## src/rtl/alu_pkg.sv

```systemverilog
// Shared types and helpers for the ALU issue stage.
// Command encodings, issue states and operand-need decode.
package alu_pkg;

  localparam int DEF_DATA_WIDTH = 8;
  localparam int DEF_CMD_WIDTH  = 4;

  typedef enum logic {
    MODE_LOGIC = 1'b0,
    MODE_ARITH = 1'b1
  } mode_e;

  typedef enum logic [3:0] {
    A_ADD     = 4'd0,
    A_SUB     = 4'd1,
    A_ADD_CIN = 4'd2,
    A_SUB_CIN = 4'd3,
    A_INC_A   = 4'd4,
    A_DEC_A   = 4'd5,
    A_INC_B   = 4'd6,
    A_DEC_B   = 4'd7,
    A_CMP     = 4'd8,
    A_MUL_INC = 4'd9,
    A_MUL_SHL = 4'd10
  } arith_cmd_e;

  typedef enum logic [3:0] {
    L_AND    = 4'd0,
    L_NAND   = 4'd1,
    L_OR     = 4'd2,
    L_NOR    = 4'd3,
    L_XOR    = 4'd4,
    L_XNOR   = 4'd5,
    L_NOT_A  = 4'd6,
    L_NOT_B  = 4'd7,
    L_SHR1_A = 4'd8,
    L_SHL1_A = 4'd9,
    L_SHR1_B = 4'd10,
    L_SHL1_B = 4'd11,
    L_ROL    = 4'd12,
    L_ROR    = 4'd13
  } logic_cmd_e;

  typedef enum logic [1:0] {
    ST_IDLE,
    ST_WAIT,
    ST_ISSUE,
    ST_BUSY
  } issue_state_e;

  typedef struct packed {
    logic       invalid;
    logic [1:0] mask;
  } need_t;

  function automatic need_t need_ops(
    input logic       mode,
    input logic [7:0] cmd
  );
    need_t n;
    n.invalid = 1'b0;
    n.mask    = 2'b00;
    if (mode == MODE_ARITH) begin
      if (cmd inside {[8'd0:8'd3], [8'd8:8'd10]})
        n.mask = 2'b11;
      else if (cmd inside {8'd4, 8'd5})
        n.mask = 2'b01;
      else if (cmd inside {8'd6, 8'd7})
        n.mask = 2'b10;
      else
        n.invalid = 1'b1;
    end else begin
      if (cmd inside {[8'd0:8'd5], 8'd12, 8'd13})
        n.mask = 2'b11;
      else if (cmd inside {8'd6, 8'd8, 8'd9})
        n.mask = 2'b01;
      else if (cmd inside {8'd7, 8'd10, 8'd11})
        n.mask = 2'b10;
      else
        n.invalid = 1'b1;
    end
    return n;
  endfunction

  function automatic logic is_mul(
    input logic       mode,
    input logic [7:0] cmd
  );
    return mode && (cmd == 8'd9 || cmd == 8'd10);
  endfunction

endpackage

```

## src/rtl/alu_wait_timer.sv

```systemverilog
// Loadable up-counter with terminal-count compare.
// Shared by the operand wait window and the result latency.
module alu_wait_timer #(
  parameter int W = 5
) (
  input  logic         clk,
  input  logic         rst_n,
  input  logic         load,
  input  logic [W-1:0] load_val,
  input  logic         en,
  input  logic [W-1:0] limit,
  output logic         tc
);

  logic [W-1:0] count;

  always_ff @(posedge clk or negedge rst_n) begin
    if (!rst_n)
      count <= '0;
    else if (load)
      count <= load_val;
    else if (en)
      count <= count + 1'b1;
  end

  assign tc = (count == limit);

endmodule

```

## src/rtl/alu_issue_ctrl.sv

```systemverilog
// Operand collection and single-issue control for the ALU.
// Merges split operand beats, issues with a CE strobe, flags result.
module alu_issue_ctrl
  import alu_pkg::*;
#(
  parameter int DATA_WIDTH = DEF_DATA_WIDTH,
  parameter int CMD_WIDTH  = DEF_CMD_WIDTH,
  parameter int WAIT_LIMIT = 16,
  parameter int LAT_STD    = 1,
  parameter int LAT_MUL    = 2
) (
  input  logic                  CLK,
  input  logic                  RESET_N,
  input  logic                  REQ_VALID,
  output logic                  REQ_READY,
  input  logic                  REQ_MODE,
  input  logic [CMD_WIDTH-1:0]  REQ_CMD,
  input  logic                  REQ_CIN,
  input  logic [1:0]            REQ_INP_VALID,
  input  logic [DATA_WIDTH-1:0] REQ_OPA,
  input  logic [DATA_WIDTH-1:0] REQ_OPB,
  output logic                  CE,
  output logic                  CIN,
  output logic                  MODE,
  output logic [CMD_WIDTH-1:0]  CMD,
  output logic [1:0]            INP_VALID,
  output logic [DATA_WIDTH-1:0] OPA,
  output logic [DATA_WIDTH-1:0] OPB,
  output logic                  RES_EXP,
  output logic                  TMO
);

  localparam int TMAX_A = (WAIT_LIMIT > LAT_MUL) ? WAIT_LIMIT : LAT_MUL;
  localparam int TMAX   = (TMAX_A > LAT_STD) ? TMAX_A : LAT_STD;
  localparam int TW     = $clog2(TMAX + 1);

  issue_state_e state, state_n;

  logic                  armed;
  logic                  hold_mode;
  logic [CMD_WIDTH-1:0]  hold_cmd;
  logic                  hold_cin;
  logic [1:0]            hold_iv;
  logic [DATA_WIDTH-1:0] hold_a;
  logic [DATA_WIDTH-1:0] hold_b;

  logic                  m_mode;
  logic [CMD_WIDTH-1:0]  m_cmd;
  logic                  m_cin;
  logic [1:0]            m_iv;
  logic [DATA_WIDTH-1:0] m_a;
  logic [DATA_WIDTH-1:0] m_b;

  need_t         need;
  logic          complete;
  logic          accept;
  logic          tc;
  logic          tmo;
  logic          lat_long;
  logic [TW-1:0] limit;

  assign REQ_READY = armed & ((state == ST_IDLE)
                   | (state == ST_WAIT)
                   | ((state == ST_BUSY) & tc));
  assign accept    = REQ_VALID & REQ_READY;

  // In WAIT the held command absorbs only the operands a beat marks valid
  always_comb begin
    m_mode = REQ_MODE;
    m_cmd  = REQ_CMD;
    m_cin  = REQ_CIN;
    m_iv   = REQ_INP_VALID;
    m_a    = REQ_OPA;
    m_b    = REQ_OPB;
    if (state == ST_WAIT) begin
      m_mode = hold_mode;
      m_cmd  = hold_cmd;
      m_cin  = hold_cin;
      m_iv   = hold_iv | (accept ? REQ_INP_VALID : 2'b00);
      m_a    = (accept & REQ_INP_VALID[0]) ? REQ_OPA : hold_a;
      m_b    = (accept & REQ_INP_VALID[1]) ? REQ_OPB : hold_b;
    end
  end

  assign need     = need_ops(m_mode, 8'(m_cmd));
  assign complete = need.invalid | ((need.mask & ~m_iv) == 2'b00);

  always_comb begin
    state_n = state;
    tmo     = 1'b0;
    unique case (state)
      ST_IDLE: begin
        if (accept)
          state_n = complete ? ST_ISSUE : ST_WAIT;
      end
      ST_WAIT: begin
        if (accept && complete) begin
          state_n = ST_ISSUE;
        end else if (tc) begin
          state_n = ST_ISSUE;
          tmo     = 1'b1;
        end
      end
      ST_ISSUE: state_n = ST_BUSY;
      ST_BUSY: begin
        if (tc) begin
          if (accept)
            state_n = complete ? ST_ISSUE : ST_WAIT;
          else
            state_n = ST_IDLE;
        end
      end
      default: state_n = ST_IDLE;
    endcase
  end

  assign lat_long = is_mul(MODE, 8'(CMD));

  always_comb begin
    if (state == ST_WAIT)
      limit = TW'(WAIT_LIMIT - 1);
    else if (lat_long)
      limit = TW'(LAT_MUL - 1);
    else
      limit = TW'(LAT_STD - 1);
  end

  alu_wait_timer #(
    .W(TW)
  ) u_timer (
    .clk      (CLK),
    .rst_n    (RESET_N),
    .load     (state_n != state),
    .load_val ('0),
    .en       ((state == ST_WAIT) | (state == ST_BUSY)),
    .limit    (limit),
    .tc       (tc)
  );

  assign RES_EXP = (state == ST_BUSY) & tc;
  assign TMO     = tmo;

  always_ff @(posedge CLK or negedge RESET_N) begin
    if (!RESET_N) begin
      state     <= ST_IDLE;
      armed     <= 1'b0;
      hold_mode <= 1'b0;
      hold_cmd  <= '0;
      hold_cin  <= 1'b0;
      hold_iv   <= 2'b00;
      hold_a    <= '0;
      hold_b    <= '0;
      CE        <= 1'b0;
      CIN       <= 1'b0;
      MODE      <= 1'b0;
      CMD       <= '0;
      INP_VALID <= 2'b00;
      OPA       <= '0;
      OPB       <= '0;
    end else begin
      state <= state_n;
      armed <= 1'b1;
      CE    <= (state_n == ST_ISSUE);
      if (state_n == ST_WAIT) begin
        hold_mode <= m_mode;
        hold_cmd  <= m_cmd;
        hold_cin  <= m_cin;
        hold_iv   <= m_iv;
        hold_a    <= m_a;
        hold_b    <= m_b;
      end
      if (state_n == ST_ISSUE) begin
        MODE      <= m_mode;
        CMD       <= m_cmd;
        CIN       <= m_cin;
        INP_VALID <= m_iv;
        OPA       <= m_a;
        OPB       <= m_b;
      end
    end
  end

endmodule

```

## config.mk

```make
export PLATFORM = sky130hd
export DESIGN_NAME = alu_issue_ctrl
export DESIGN_NICKNAME = d
export VERILOG_FILES = /design/src/rtl/alu_pkg.sv /design/src/rtl/alu_wait_timer.sv /design/src/rtl/alu_issue_ctrl.sv
export SDC_FILE = /design/constraint.sdc
export NUM_CORES = 1
export LEC_CHECK = 0
export CAP_MARGIN = 25
export CORE_MARGIN = 4
export CORE_UTILIZATION = 49
export CTS_CLUSTER_DIAMETER = 40
export DETAILED_ROUTE_END_ITERATION = 6
export GPL_TIMING_DRIVEN = 0
export PLACE_DENSITY = 0.76
export SETUP_SLACK_MARGIN = 0.1
export SYNTH_ARGS = -nofsm -noshare
export SYNTH_HDL_FRONTEND = slang
export SYNTH_HIERARCHICAL = 1
export SYNTH_SLANG_ARGS = --single-unit
```

## constraint.sdc

```tcl
create_clock -name CLK -period 4.13 [get_ports CLK]
set_clock_uncertainty 0.15 [all_clocks]
set_input_delay 0.6195 -clock CLK [delete_from_list [all_inputs] [get_ports CLK]]
set_output_delay 0.6195 -clock CLK [all_outputs]
set_load 0.05 [all_outputs]
```

Word-level counts from Yosys, hierarchy flattened
Index checks and enable logic that the tools add are counted.
- bits in registers: 57
- latch bits: 0
- memory bits (writable): 0
- ROM bits: 0
- output and inout bits: 28
- logic and storage cells: 104
- memories kept: 0
- $add $sub $neg: 1
- multipliers: 0
- divide/modulo/power cells: 0
- $lt $le $gt $ge: 5
- eq/ne operators: 19
- shifts and indexed selects: 0
- mux-type cells: 36
- bitwise logic cells: 12
- reduce and logical (&&, ||, !) cells: 15
- operators with widths (cell ; number):
    $eq A4 B4 Y1 const B ; 8
    $mux W8 ; 4
    $mux W2 ; 14
    $eq A4 B3 Y1 const B ; 4
    $mux W1 ; 12
    $mux W5 ; 2
    $reduce_bool A3 Y1 ; 3
    $mux W4 ; 2
    $pmux W2 S4 ; 1
    $reduce_bool A2 Y1 ; 4
    $eq A2 B2 Y1 const B ; 3
    $add A5 B1 Y5 const B ; 1
    $and A1 B1 Y1 ; 5
    $eq A5 B4 Y1 ; 1
    $logic_and A1 B1 Y1 ; 5
    $eq A2 B1 Y1 const B ; 2
    $ge A4 B1 Y1 const B ; 1
    $ge A4 B4 Y1 const B ; 1
    $le A4 B2 Y1 const B ; 1
    $le A4 B3 Y1 const B ; 1
    $le A4 B4 Y1 const B ; 1
    $logic_not A2 Y1 ; 2
    $or A1 B1 Y1 ; 4
    $mux W3 ; 1
    5 further kinds ; 5

Depth between registers and ports, before layout
Gate-level depths: netlist of run 1.
- depth after elaboration: 23
- mapped depth: 15
- mapped depth without buffers: 11

Modules after synthesis
Netlist of run 1, hierarchy kept.
- by module, submodules not included (module ; instances ; cells each ; area an instance (µm²) ; sequential area each (µm²)):
    alu_issue_ctrl ; 1 ; 209 ; 2613.8 ; 1301.2
    alu_wait_timer ; 1 ; 31 ; 302.8 ; 125.1

Worst setup path after synthesis of run 1
OpenSTA, ideal clock, no wires.
- kind: register to output
- start: reg CMD[0]
- end: out TMO
- arrival: 2.782 ns
- data required time: 3.360 ns
- slack: 0.578 ns
- stages on the path, launching flop included: 10
- cells stage by stage: dfrtp_1 -> xnor2_1 -> o31ai_1 -> xor2_1 -> nor3_1 -> nand2_1 -> nand2_1 -> nand2_1 -> a211oi_4 -> nor3_1
- word-level cells in the longest chain between the ends: 20
- elaborated cells on any way between the ends: 22
- those cells by class: eq/ne: 3; mux: 7; bitwise: 8; reduce/logical: 4
- ends and longest elaborated chain (what ; RTL line ; RTL):
    from (decl) ; alu_issue_ctrl.sv:25 ; output logic [CMD_WIDTH-1:0] CMD,
    from (signal assigned) ; alu_issue_ctrl.sv:174 ; CMD <= m_cmd;
    $eq A4 B4 Y1 ; alu_pkg.sv:89 ; return mode && (cmd == 8'd9 || cmd == 8'd10);
    $logic_or A1 B1 Y1 (*) ; alu_pkg.sv:89 ;
    $logic_and A1 B1 Y1 (*) ; alu_pkg.sv:89 ;
    $mux W1 (*) ; alu_issue_ctrl.sv:122 ; else if (lat_long)
    $mux W4 (*) ; alu_issue_ctrl.sv:120 ; if (state == ST_WAIT)
    via limit[0] ; alu_issue_ctrl.sv:60 ; logic [TW-1:0] limit;
    $eq A5 B4 Y1 (*) ; alu_wait_timer.sv:26 ; assign tc = (count == limit);
    via tc ; alu_issue_ctrl.sv:57 ; logic tc;
    (+6 left out) ; n/a ;
    $mux W2 ; alu_issue_ctrl.sv:75 ; if (state == ST_WAIT) begin
    $not A2 Y2 ; alu_issue_ctrl.sv:86 ; assign complete = need.invalid | ((need.mask & ~m_iv) == 2'b00);
    $and A2 B2 Y2 ; alu_issue_ctrl.sv:86 ;
    $logic_not A2 Y1 ; alu_issue_ctrl.sv:86 ;
    $or A1 B1 Y1 ; alu_issue_ctrl.sv:86 ;
    $logic_and A1 B1 Y1 ; alu_issue_ctrl.sv:97 ; if (accept && complete) begin
    $mux W1 (*) ; alu_issue_ctrl.sv:97 ;
    $mux W1 (*) ; alu_issue_ctrl.sv:91 ; unique case (state)
    to (decl) ; alu_issue_ctrl.sv:30 ; output logic TMO
Mark *: on every way through the listed nets, which the timed path passes. The rest lies on a longest branch.

Final worst setup path of run 1
- start: reg state[0]
- end: out TMO
- word-level cells in the longest chain between the ends: 17
- elaborated cells on any way between the ends: 60
- those cells by class: order compare: 5; eq/ne: 13; mux: 21; bitwise: 9; reduce/logical: 12
- ends and longest elaborated chain (what ; RTL line ; RTL):
    from (decl) ; alu_issue_ctrl.sv:37 ; issue_state_e state, state_n;
    from (signal assigned) ; alu_issue_ctrl.sv:161 ; state <= state_n;
    $eq A2 B1 Y1 (*) ; alu_issue_ctrl.sv:120 ;
    $mux W4 (*) ; alu_issue_ctrl.sv:120 ;
    via limit[0] ; alu_issue_ctrl.sv:60 ;
    $eq A5 B4 Y1 (*) ; alu_wait_timer.sv:26 ;
    via tc ; alu_issue_ctrl.sv:57 ;
    $and A1 B1 Y1 ; alu_issue_ctrl.sv:64 ; | ((state == ST_BUSY) & tc));
    $or A1 B1 Y1 ; alu_issue_ctrl.sv:64 ;
    $and A1 B1 Y1 ; alu_issue_ctrl.sv:62 ; assign REQ_READY = armed & ((state == ST_IDLE)
    (+3 left out) ; n/a ;
    $mux W2 ; alu_issue_ctrl.sv:75 ;
    $not A2 Y2 ; alu_issue_ctrl.sv:86 ;
    $and A2 B2 Y2 ; alu_issue_ctrl.sv:86 ;
    $logic_not A2 Y1 ; alu_issue_ctrl.sv:86 ;
    $or A1 B1 Y1 ; alu_issue_ctrl.sv:86 ;
    $logic_and A1 B1 Y1 ; alu_issue_ctrl.sv:97 ;
    $mux W1 (*) ; alu_issue_ctrl.sv:97 ;
    $mux W1 (*) ; alu_issue_ctrl.sv:91 ;
Marks and branches as above.

==> flow_metrics.py, run 1 <==
metrics = {
    "status": {
        "outcome": "complete, but fails checks",
        "violations": "design-rule violations",
    },
    "synth": {
        "synth.cell_area_mm2": 0.002917,
        "share_of_synthesized_flip_flops_with_an_asynchronous_set_or_reset_pct": 100.0,
        "synth_fa_ha_area_share_pct": 0.4290,
        "post_synth_top_area_cell": "dfrtp_1",
        "post_synth_xor_area_fraction_pct": 3.003,
        "syn-mean-instance-area_um2": 12.15,
        "synth_top_area_share_pct": 48.91,
        "synth.lib_cells_used.distinct": 45,
        "synthesis.instances": 240,
        "ys.flop_type": "dfrtp_1",
        "synth-edff-count": 0,
        "yosys_warnings": 6,
        "yosys-top-cells-area": "dfrtp_1, mux2_2, mux2_1",
        "synth_compound_area_share_pct": 9.395,
        "synthSimpleGateAreaFrac_pct": 7.465,
        "synth.area.mux_share_pct": 27.50,
        "ys_seq_elements": 57,
        "synth_top_family_by_area": "multiplexers",
        "synth_sequential_area_ratio_pct": 48.91,
    },
    "critical_path": {
        "number_of_buffers_and_inverters_on_the_critical_path": 4,
        "cpMostUsedCell": "nand2_1",
        "r2r_start": "state[0]",
        "peak_per_stage_delay_on_the_critical_path_ns": 0.35,
        "r2r_cells": 15,
        "slowest_stage": "dfrtp_1",
        "critical_path.top_delay_family": "simple AND/OR/NAND/NOR gates",
        "crit_chain": "buf_2 > nand2b_1 > buf_4 > buf_2 > o31ai_1 > xor2_1 > nor3_2 > nand2_1 > nand2_1 > nand2_1 > a211oi_4 > nor3_1 > clkbuf_2",
        "r2r-end": "OPB[2]",
        "setup.worst_path.start_class": "flip-flop",
        "worstSetupPathDepth": 13,
        "cp-end-kind": "output pin",
        "path_max_fanout": 10,
        "critical_path.startpoint": "state[0]",
        "worst-endpoint-arrival_ns": 2.99,
        "worst-endpoint-required_ns": 3.36,
        "reg2reg_slack_ns": 0.54,
        "setup.worst_path.class": "flip-flop to output pin",
        "timing.critical_path.to": "TMO",
    },
    "pwr": {
        "sw_frac_of_total_pct": 42.33,
        "pwr-share-clk_pct": 15.5,
        "ir_drop_uv": 533.6,
        "seqPwrFrac_pct": 30.7,
        "pwr_density_cell_mw_per_mm2": 871.6,
        "power.static_leakage_nw": 1.618,
        "comb_power_share_pct": 53.7,
        "power.net_switching_mw": 1.397,
        "internal_power_mw": 1.904,
    },
    "global_route": {
        "via_count_of_the_first_global_routing_pass": 2254,
        "number_of_antenna_violations_at_the_first_check_in_global_routing": 0,
        "pin_count_of_the_biggest_net_entering_global_routing": 40,
        "global_route_congestion_overflow_total": 0,
        "grt.total_usage_pct": 18.13,
        "grt_first_pass_wirelength_mm": 10.59,
    },
    "routing": {
        "top_layer_used": "met4",
        "met1_length_mm": 2.695,
        "drt_pass1_iterations": 6,
        "final_wl_mm": 6.061,
        "overall_via_count_from_detail_route": 2076,
        "drt-wirelength-per-cell_um": 15.58,
        "met3_length_um": 230,
        "number_of_drc_violations_after_detailed_routing_iteration_0": 111,
        "drt-vias-per-instance": 5.337,
        "routed-wl-met2_mm": 3.065,
        "remaining_drc_errors": 1,
        "number_of_routed_nets_with_antenna_violations": 0,
    },
    "timing": {
        "min_period_ns": 3.761,
        "timing.slew.headroom_pct": 38.86,
        "layout_worst_path_cycle_share_pct": 91.06,
        "rsz0062_at_grt": "false",
        "count_of_endpoints_failing_setup_in_the_final_report": 0,
        "maxClockFrequency_mhz": 265.9,
        "setup_tns_ns": 0,
        "finalHoldViolCount": 0,
        "worst_slew_pin_slew_ns": 0.9171,
        "hold_slack_ns": 0.07878,
        "max_slew_violation_count": 0,
    },
    "clock_network": {
        "max-clock-path-buffers": 2,
        "clk_pin_slew_worst_setup_hold_paths_ns": 0.06,
        "cts-buffers-inserted": 9,
        "clk-insertion-delay-late_ns": 0.33,
        "clock_tree.root_cell": "clkbuf_8",
        "numClockSinks": 57,
        "ctsHtreeMaxLevel": 3,
        "tritoncts": "built",
    },
    "final_layout": {
        "fillCellCount": 427,
        "layout.nets": 340,
        "antennaDiodeCount": 0,
        "syn_to_final_growth_pct": 29.86,
        "drive_above_1_share_pct": 25.87,
    },
    "floorplanning": {
        "initial_utilization_pct": 51.70,
        "die-height_um": 85.15,
        "placementRows": 27,
        "dieArea_mm2": 0.007251,
        "die_x_um": 85.15,
        "io_pins": 55,
        "coreArea_mm2": 0.005642,
    },
    "placed_design": {
        "gp_routability_congestion": 0.8274,
        "port_buffers": 54,
        "dpl.hpwl_mm": 4.338,
    },
    "flow_run": {
        "max-cap-violations": 0,
    },
    "min_path": {
        "holdCritPathClass": "input pin to async pin",
    },
}
registers in the layout (all words and copies together) (netlist names), 2 cells and up:
signal / count
CMD: 4
INP_VALID: 2
OPA: 8
OPB: 8
hold_a: 8
hold_b: 8
hold_cmd: 4
hold_iv: 2
state: 2
u_timer/count: 5
layout make-up:
type                    instances  area (um2)  share of cell area, %
flip-flops and latches         57        1426                  37.66
multi-input cells             171        1425                  37.63
repair buffers                 56       560.5                  14.80
clock buffers                  11       141.4                  3.733
well taps                      72       90.09                  2.379
plain buffers                  10       62.56                  1.652
clock inverters                 5       55.05                  1.454
inverters                       7       26.28                 0.6938
timing repair:
item | CTS | global route
setup buffers | 1 | 0
hold buffers | 0 | 0
resized for setup | 2 | 4
setup endpoints to repair | 2 | 2
pin swaps | 1 | 0
how the worst min path moves through the flow:
stage                       from      endpoint  slack [ns]  cells past startpoint
floorplan                RESET_N            CE        0.17                      0
global placement          OPB[6]        OPB[6]        0.32                      1
detailed placement  INP_VALID[0]  INP_VALID[0]        0.33                      1
CTS                      RESET_N        OPA[4]        0.09                      1
global route             RESET_N        OPB[2]         0.1                      1
finish                   RESET_N     hold_b[7]        0.08                      1
layer usage:
layer,vias to the layer above,GRT usage (%)
li1,994,-
met5,-,0
met2,42,30.30
met3,10,3.592
met1,1030,23.41
met4,0,6.331
synthesized netlist by cell type, types with 3 or more instances:
library cell and instances:
mux2i_1 7, mux2_2 47, nand2b_1 4, nand2_1 24
and2_1 3, dfrtp_1 57, xnor2_1 6, nor3_1 3
inv_1 6, nand3_1 3, a21oi_1 3, clkbuf_1 4
xor2_1 4, mux2_1 18, nor2_1 5, o21ai_0 8
worst register-to-register path, cell delays in order, from the launching register on:
cell      delay, ns
dfrtp_1        0.35
buf_2          0.17
nand2b_1       0.08
buf_4          0.14
buf_2          0.23
o31ai_1        0.13
xor2_1         0.16
nor3_2         0.30
nand2_1        0.24
nand2_1        0.16
nand2_1        0.10
a211oi_4       0.27
buf_4          0.21
o21bai_4       0.20
buf_6          0.23
mux2_1         0.34
per-stage QoR:
step / std cells / setup slack [ns] / cell area, um2 / power (mW) / utilization [%]
final: 389 / 0.3694 / 3787 / 3.301 / 67.13
after global routing: 389 / 0.1419 / 3787 / 3.513 / 67.13
after CTS: 389 / 0.1194 / 3789 / 3.330 / 67.15
after detailed placement: 372 / -0.01854 / 3581 / 2.795 / 63.47
after global placement: 371 / 0.04609 / 3566 / 2.747 / 63.21
after floorplan: 245 / 0.5785 / 2935 / 2.296 / -
power by group through the flow:
stage / combinational (mW) / clock (mW) / sequential (mW)
2_1_floorplan: 0.886 / 0 / 1.41
3_3_place_gp: 1.74 / 0 / 1.01
3_5_place_dp: 1.77 / 0 / 1.02
4_1_cts: 1.79 / 0.523 / 1.02
5_1_grt: 1.91 / 0.551 / 1.05
6_report: 1.77 / 0.512 / 1.01
logic make-up after synthesis:
family	Yosys count
DFF	57
xor gates and xnor gates	10
other	2
AOI/OAI and AO/OA	34
and+or+nand+nor	47
buffers and inverters	17
muxes	72
adders and majority gates	1
placed cells by master, fill, tap and decap left out, drive strengths merged, types with 2 or more instances in the layout:
| cell type | n |
|---|---|
| o211ai | 2 |
| clkbuf | 16 |
| xnor2 | 6 |
| nand3 | 3 |
| a21oi | 5 |
| buf | 9 |
| nand2 | 24 |
| nand2b | 4 |
| and2 | 3 |
| clkinv | 2 |
| nor2 | 5 |
| o21bai | 2 |
| xor2 | 4 |
| nor3 | 3 |
| o21ai | 9 |
| a31oi | 2 |
| clkdlybuf4s50 | 51 |
| a211oi | 2 |
| dfrtp | 57 |
| clkinvlp | 2 |
| o22ai | 2 |
| conb | 7 |
| inv | 7 |
| o2bb2ai | 2 |
| mux2i | 7 |
| nand4 | 2 |
| mux2 | 65 |
No activity file was read; power rests on OpenSTA's default activity.
==> inputs of run 2 (changes only) <==
==> constraint.sdc (replaced) <==
create_clock -name CLK -period 3.8 [get_ports CLK]
set_clock_uncertainty 0.15 [all_clocks]
set_input_delay 0.57 -clock CLK [delete_from_list [all_inputs] [get_ports CLK]]
set_output_delay 0.57 -clock CLK [all_outputs]
set_load 0.05 [all_outputs]
==> flow_metrics.py, run 2 (synthesis gave the netlist of run 1 again) <==
metrics = {
    "status": {
        "outcome": "finished, final reports clean",
    },
    "routing": {
        "remaining_drc_errors": 0,
        "drt_pass1_iterations": 4,
        "number_of_routed_nets_with_antenna_violations": 0,
        "drt-wirelength-per-cell_um": 15.67,
        "number_of_drc_violations_after_detailed_routing_iteration_0": 91,
        "final_wl_mm": 6.097,
        "drt-vias-per-instance": 5.378,
        "overall_via_count_from_detail_route": 2092,
    },
    "timing": {
        "timing.slew.headroom_pct": 39.95,
        "rsz0062_at_grt": "false",
        "count_of_endpoints_failing_setup_in_the_final_report": 0,
        "min_period_ns": 3.500,
        "maxClockFrequency_mhz": 285.7,
        "layout_worst_path_cycle_share_pct": 92.11,
        "finalHoldViolCount": 0,
        "worst_slew_pin_slew_ns": 0.9008,
        "timing.final.ws_setup_ns": 0.3000,
        "max_slew_violation_count": 0,
    },
    "global_route": {
        "via_count_of_the_first_global_routing_pass": 2254,
        "met2_track_demand_over_resource_in_global_routing_pct": 30.30,
        "top_usage_layer": "met2",
        "met1_usage_pct": 23.41,
        "met3_use_gr_pct": 3.592,
        "global_route_congestion_overflow_total": 0,
        "number_of_antenna_violations_at_the_first_check_in_global_routing": 0,
        "grt_first_pass_wirelength_mm": 10.59,
        "grt.total_usage_pct": 18.13,
        "pin_count_of_the_biggest_net_entering_global_routing": 40,
    },
    "placed_design": {
        "gp_routability_congestion": 0.8274,
        "dpl.hpwl_mm": 4.338,
        "placement.setup.worst_slack_ns": -0.2990,
        "port_buffers": 54,
    },
    "clock_network": {
        "clk_pin_slew_worst_setup_hold_paths_ns": 0.06,
        "clock_tree.root_cell": "clkbuf_8",
        "max-clock-path-buffers": 2,
        "numClockSinks": 57,
        "ctsHtreeMaxLevel": 3,
        "cts-buffers-inserted": 9,
        "tritoncts": "built",
        "clk-insertion-delay-late_ns": 0.33,
    },
    "final_layout": {
        "most-common-layout-cells": "dfrtp_1, clkdlybuf4s50_1, mux2_2",
        "layout.nets": 340,
        "final_common_cell": "dfrtp_1",
        "final_core_util_pct": 67.42,
        "drive_above_1_share_pct": 26.18,
        "fillCellCount": 423,
        "antennaDiodeCount": 0,
        "syn_to_final_growth_pct": 30.42,
    },
    "pwr": {
        "power.static_leakage_nw": 1.617,
        "pwr_density_cell_mw_per_mm2": 948.7,
        "finalPower_mw": 3.609,
        "ir_drop_uv": 580.7,
    },
    "floorplanning": {
        "die-height_um": 85.15,
        "placementRows": 27,
        "dieArea_mm2": 0.007251,
        "io_pins": 55,
        "die_x_um": 85.15,
        "coreArea_mm2": 0.005642,
        "initial_utilization_pct": 51.70,
    },
    "critical_path": {
        "path_max_fanout": 10,
        "setup.worst_path.class": "flip-flop to output pin",
        "crit_chain": "clkbuf_4 > nand2b_1 > buf_4 > clkbuf_4 > o31ai_1 > xor2_1 > nor3_4 > nand2_2 > nand2_1 > and2_1 > clkdlybuf4s15_1",
        "worstSetupPathDepth": 11,
        "slowest_stage": "clkdlybuf4s15_1",
        "peak_per_stage_delay_on_the_critical_path_ns": 0.49,
        "worst-endpoint-required_ns": 3.08,
        "number_of_buffers_and_inverters_on_the_critical_path": 4,
        "r2r_cells": 15,
        "cp-end-kind": "output pin",
        "cpMostUsedCell": "clkbuf_4",
        "critical_path.top_delay_family": "buffers and inverters",
        "setup.worst_path.start_class": "flip-flop",
        "worst-endpoint-arrival_ns": 2.78,
    },
    "min_path": {
        "holdCritPathClass": "input pin to async pin",
    },
    "flow_run": {
        "max-cap-violations": 0,
    },
}
## run 2: power by group
group	total (mW)	leakage (nW)	internal (mW)	switching, mW
logic	1.95	0.844	0.843	1.11
clock network	0.557	0.0953	0.318	0.239
registers	1.10	0.678	0.915	0.189
total	3.61	1.62	2.08	1.53
## run 2: cell type report
type                    count  area, um2  area share (%)
repair buffers             56      559.3           14.70
flip-flops and latches     57       1426           37.50
plain buffers              10      71.32           1.875
inverters                   7      26.28          0.6908
well taps                  72      90.09           2.368
clock buffers              11      141.4           3.717
multi-input cells         171       1434           37.70
clock inverters             5      55.05           1.447
## run 2: path summary, 6_finish.rpt
check,from,end,slack (ns)
max,state[0],REQ_READY,0.30
min,RESET_N,hold_b[7],0.03
max reg2reg,state[0],OPB[2],0.42
min reg2reg,INP_VALID[0],INP_VALID[0],0.34
max in group asynchronous,RESET_N,hold_cmd[0],2.91
min in group CLK,INP_VALID[0],INP_VALID[0],0.34
## run 2: what timing repair did
action                                  CTS  global route
buffers inserted                          1             0
endpoints found under the setup margin   19            20
hold buffers                              0             0
resized for setup                         4            12
pin swaps                                 1             3
cloned                                    0             0
## run 2: worst register-to-register path, cell delays in order, from the launching register on
cell and delay, ns:
dfrtp_1 0.36, clkbuf_4 0.18, nand2b_1 0.08, buf_4 0.14, clkbuf_4 0.21, o31ai_1 0.11, xor2_1 0.18, nor3_4 0.29
nand2_2 0.15, nand2_1 0.12, nand2_1 0.09, a211oi_4 0.22, buf_4 0.20, o21bai_4 0.20, buf_6 0.23, mux2_1 0.34
## run 2: metal layers
| metal | up-vias | part of all wire [%] |
|---|---|---|
| li1 | 992 | - |
| met1 | 1033 | 44 |
| met2 | 59 | 50 |
| met3 | 8 | 4.9 |
| met4 | 0 | 1.0 |
| met5 | - | 0 |
## run 2: per-stage QoR
stage          setup TNS, ns  instance area, um2  hold slack, ns  std cells
6_report                   0                3804         0.02914        389
5_1_grt                    0                3804         0.05043        389
4_1_cts             -0.08972                3786         0.03748        389
3_5_place_dp         -0.2990                3581          0.3290        372
3_3_place_gp         -0.2344                3566          0.3201        371
2_1_floorplan              0                2935          0.1244        245
==> inputs of run 3 (changes only) <==
--- a/config.mk
+++ b/config.mk
@@ -6,7 +6,6 @@
 export NUM_CORES = 1
 export LEC_CHECK = 0
 export CAP_MARGIN = 25
-export CORE_MARGIN = 4
 export CORE_UTILIZATION = 49
 export CTS_CLUSTER_DIAMETER = 40
 export DETAILED_ROUTE_END_ITERATION = 6
==> flow_metrics.py, run 3 (synthesis gave the netlist of run 1 again) <==
metrics = {
    "status": {
        "outcome": "finished, final reports clean",
    },
    "final_layout": {
        "syn_to_final_growth_pct": 32.30,
        "drive_above_1_share_pct": 26.42,
        "multi_input_comb_area_mm2": 0.001439,
        "final_cell_area_mm2": 0.003859,
        "final_common_cell": "dfrtp_1",
        "most-common-layout-cells": "dfrtp_1, clkdlybuf4s50_1, mux2_2",
        "layoutNonFillerInstCount": 390,
        "antennaDiodeCount": 0,
        "ff_latch_area_mm2": 0.001426,
        "layout.nets": 341,
        "fillCellCount": 457,
    },
    "critical_path": {
        "critical_path.top_delay_family": "simple AND/OR/NAND/NOR gates",
        "crit_chain": "nand2b_1 > buf_4 > inv_2 > buf_4 > xnor2_1 > nand3_1 > nor3_4 > nand2_4 > nand2_1 > and2_1 > dlygate4sd2_1",
        "setup.worst_path.class": "flip-flop to output pin",
        "worst-endpoint-required_ns": 3.08,
        "worst-endpoint-arrival_ns": 2.80,
        "path_max_fanout": 12,
        "cpMostUsedCell": "buf_4",
        "setup.worst_path.start_class": "flip-flop",
        "cp-end-kind": "output pin",
        "number_of_buffers_and_inverters_on_the_critical_path": 4,
        "slowest_stage": "dlygate4sd2_1",
        "peak_per_stage_delay_on_the_critical_path_ns": 0.52,
    },
    "placed_design": {
        "gp_routability_congestion": 0.7909,
        "dpl.hpwl_mm": 4.110,
        "placed_cell_area_mm2": 0.003581,
        "placedCellCount": 372,
        "port_buffers": 54,
        "placement.setup.worst_slack_ns": -0.3228,
    },
    "routing": {
        "remaining_drc_errors": 0,
        "overall_via_count_from_detail_route": 2072,
        "number_of_routed_nets_with_antenna_violations": 0,
        "drt-vias-per-instance": 5.313,
        "drt_pass1_iterations": 4,
        "drt-wirelength-per-cell_um": 14.95,
        "final_wl_mm": 5.829,
        "number_of_drc_violations_after_detailed_routing_iteration_0": 128,
    },
    "floorplanning": {
        "dieArea_mm2": 0.006265,
        "placementRows": 27,
        "coreArea_mm2": 0.005608,
        "io_pins": 55,
        "initial_utilization_pct": 52.01,
        "die-height_um": 79.15,
        "die_x_um": 79.15,
    },
    "timing": {
        "timing.slew.headroom_pct": 41.25,
        "finalHoldViolCount": 0,
        "rsz0062_at_grt": "false",
        "max_slew_violation_count": 0,
        "layout_worst_path_cycle_share_pct": 92.70,
        "maxClockFrequency_mhz": 283.9,
        "timing.final.ws_setup_ns": 0.2773,
        "count_of_endpoints_failing_setup_in_the_final_report": 0,
        "worst_slew_pin_slew_ns": 0.8812,
        "hold_slack_ns": 0.01684,
        "min_period_ns": 3.523,
    },
    "clock_network": {
        "tritoncts": "built",
        "ctsHtreeMaxLevel": 3,
        "max-clock-path-buffers": 2,
        "cts-buffers-inserted": 9,
        "clock_tree.root_cell": "clkbuf_8",
        "cts_hold_repair_buffers": 0,
        "clk_pin_slew_worst_setup_hold_paths_ns": 0.07,
        "numClockSinks": 57,
        "clk-insertion-delay-late_ns": 0.34,
    },
    "global_route": {
        "global_route_congestion_overflow_total": 0,
        "pin_count_of_the_biggest_net_entering_global_routing": 41,
        "number_of_antenna_violations_at_the_first_check_in_global_routing": 0,
        "grt.total_usage_pct": 21.20,
        "via_count_of_the_first_global_routing_pass": 2118,
        "grt_first_pass_wirelength_mm": 10.01,
    },
    "pwr": {
        "power.static_leakage_nw": 1.651,
        "pwr_density_cell_mw_per_mm2": 968.7,
        "ir_drop_uv": 643.4,
    },
    "min_path": {
        "holdCritPathClass": "input pin to async pin",
    },
    "flow_run": {
        "max-cap-violations": 0,
    },
}
==> run 3: changes by cell type in the layout (fill, tap and decap cells not counted), sizes merged <==
| cell | before | now |
|---|---|---|
| clkinv | 2 | 1 |
| buf | 8 | 9 |
| clkdlybuf4s15 | 1 | 0 |
| clkinvlp | 2 | 1 |
| bufinv | 1 | 3 |
| dlygate4sd2 | 1 | 2 |
==> run 3: final timing paths <==
path / start / cells after the start / slack, ns / endpoint
max in group asynchronous: RESET_N / 2 / 2.92 / hold_a[0]
worst min register to register: OPB[1] / 1 / 0.34 / OPB[1]
worst min-delay path: RESET_N / 1 / 0.02 / OPB[2]
min in group CLK: OPB[1] / 1 / 0.34 / OPB[1]
worst max register to register: state[1] / 15 / 0.41 / OPB[3]
worst max-delay path: state[1] / 11 / 0.28 / REQ_READY
==> run 3: timing repair <==
action,4_1_cts,5_1_grt
pin swaps,2,1
endpoints found under the setup margin,21,3
hold endpoints to repair,0,0
gates resized for setup,10,6
buffers inserted,2,0
==> run 3: per-layer routing <==
layer	share of wire (%)	track usage, %
met4	2.7	11.64
met2	47	33.79
met3	6.4	5.402
met5	0	0
met1	44	26.23
==> run 3: metrics by stage <==
| stage | power, mW | TNS (ns) | utilization (%) |
|---|---|---|---|
| 6_report | 3.738 | 0 | 68.81 |
| 5_1_grt | 3.963 | 0 | 68.81 |
| 4_1_cts | 3.751 | 0 | 68.47 |
| 3_5_place_dp | 3.032 | -0.3228 | 63.86 |
| 3_3_place_gp | 2.981 | -0.2563 | 63.59 |
| 2_1_floorplan | 2.495 | 0 | - |
==> run 3: worst register-to-register path, cell delays in order (launching register included) <==
cell and delay, ns:
dfrtp_1 0.44, nand2b_1 0.17, buf_4 0.15, inv_2 0.08, buf_4 0.19, xnor2_1 0.13, nand3_1 0.13, nor3_4 0.28
nand2_4 0.11, nand2_1 0.12, nand2_1 0.10, a211oi_4 0.27, buf_4 0.20, o21bai_4 0.19, buf_6 0.23, mux2_1 0.34
==> run 3: power breakdown <==
part | internal (mW) | leakage (nW) | switching, mW
combinational | 0.843 | 0.854 | 1.10
clock | 0.452 | 0.120 | 0.244
sequential | 0.915 | 0.678 | 0.187
==> run 3: area by class of cell <==
| cell class | count | share of cell area [%] |
|---|---|---|
| Clock inverter | 5 | 2.659 |
| Timing Repair Buffer | 57 | 14.66 |
| Sequential cell | 57 | 36.97 |
| Inverter | 7 | 0.6809 |
| Buffer | 10 | 1.751 |
| Multi-Input combinational cell | 171 | 37.29 |
| Clock buffer | 11 | 3.664 |
| Tap cell | 72 | 2.335 |
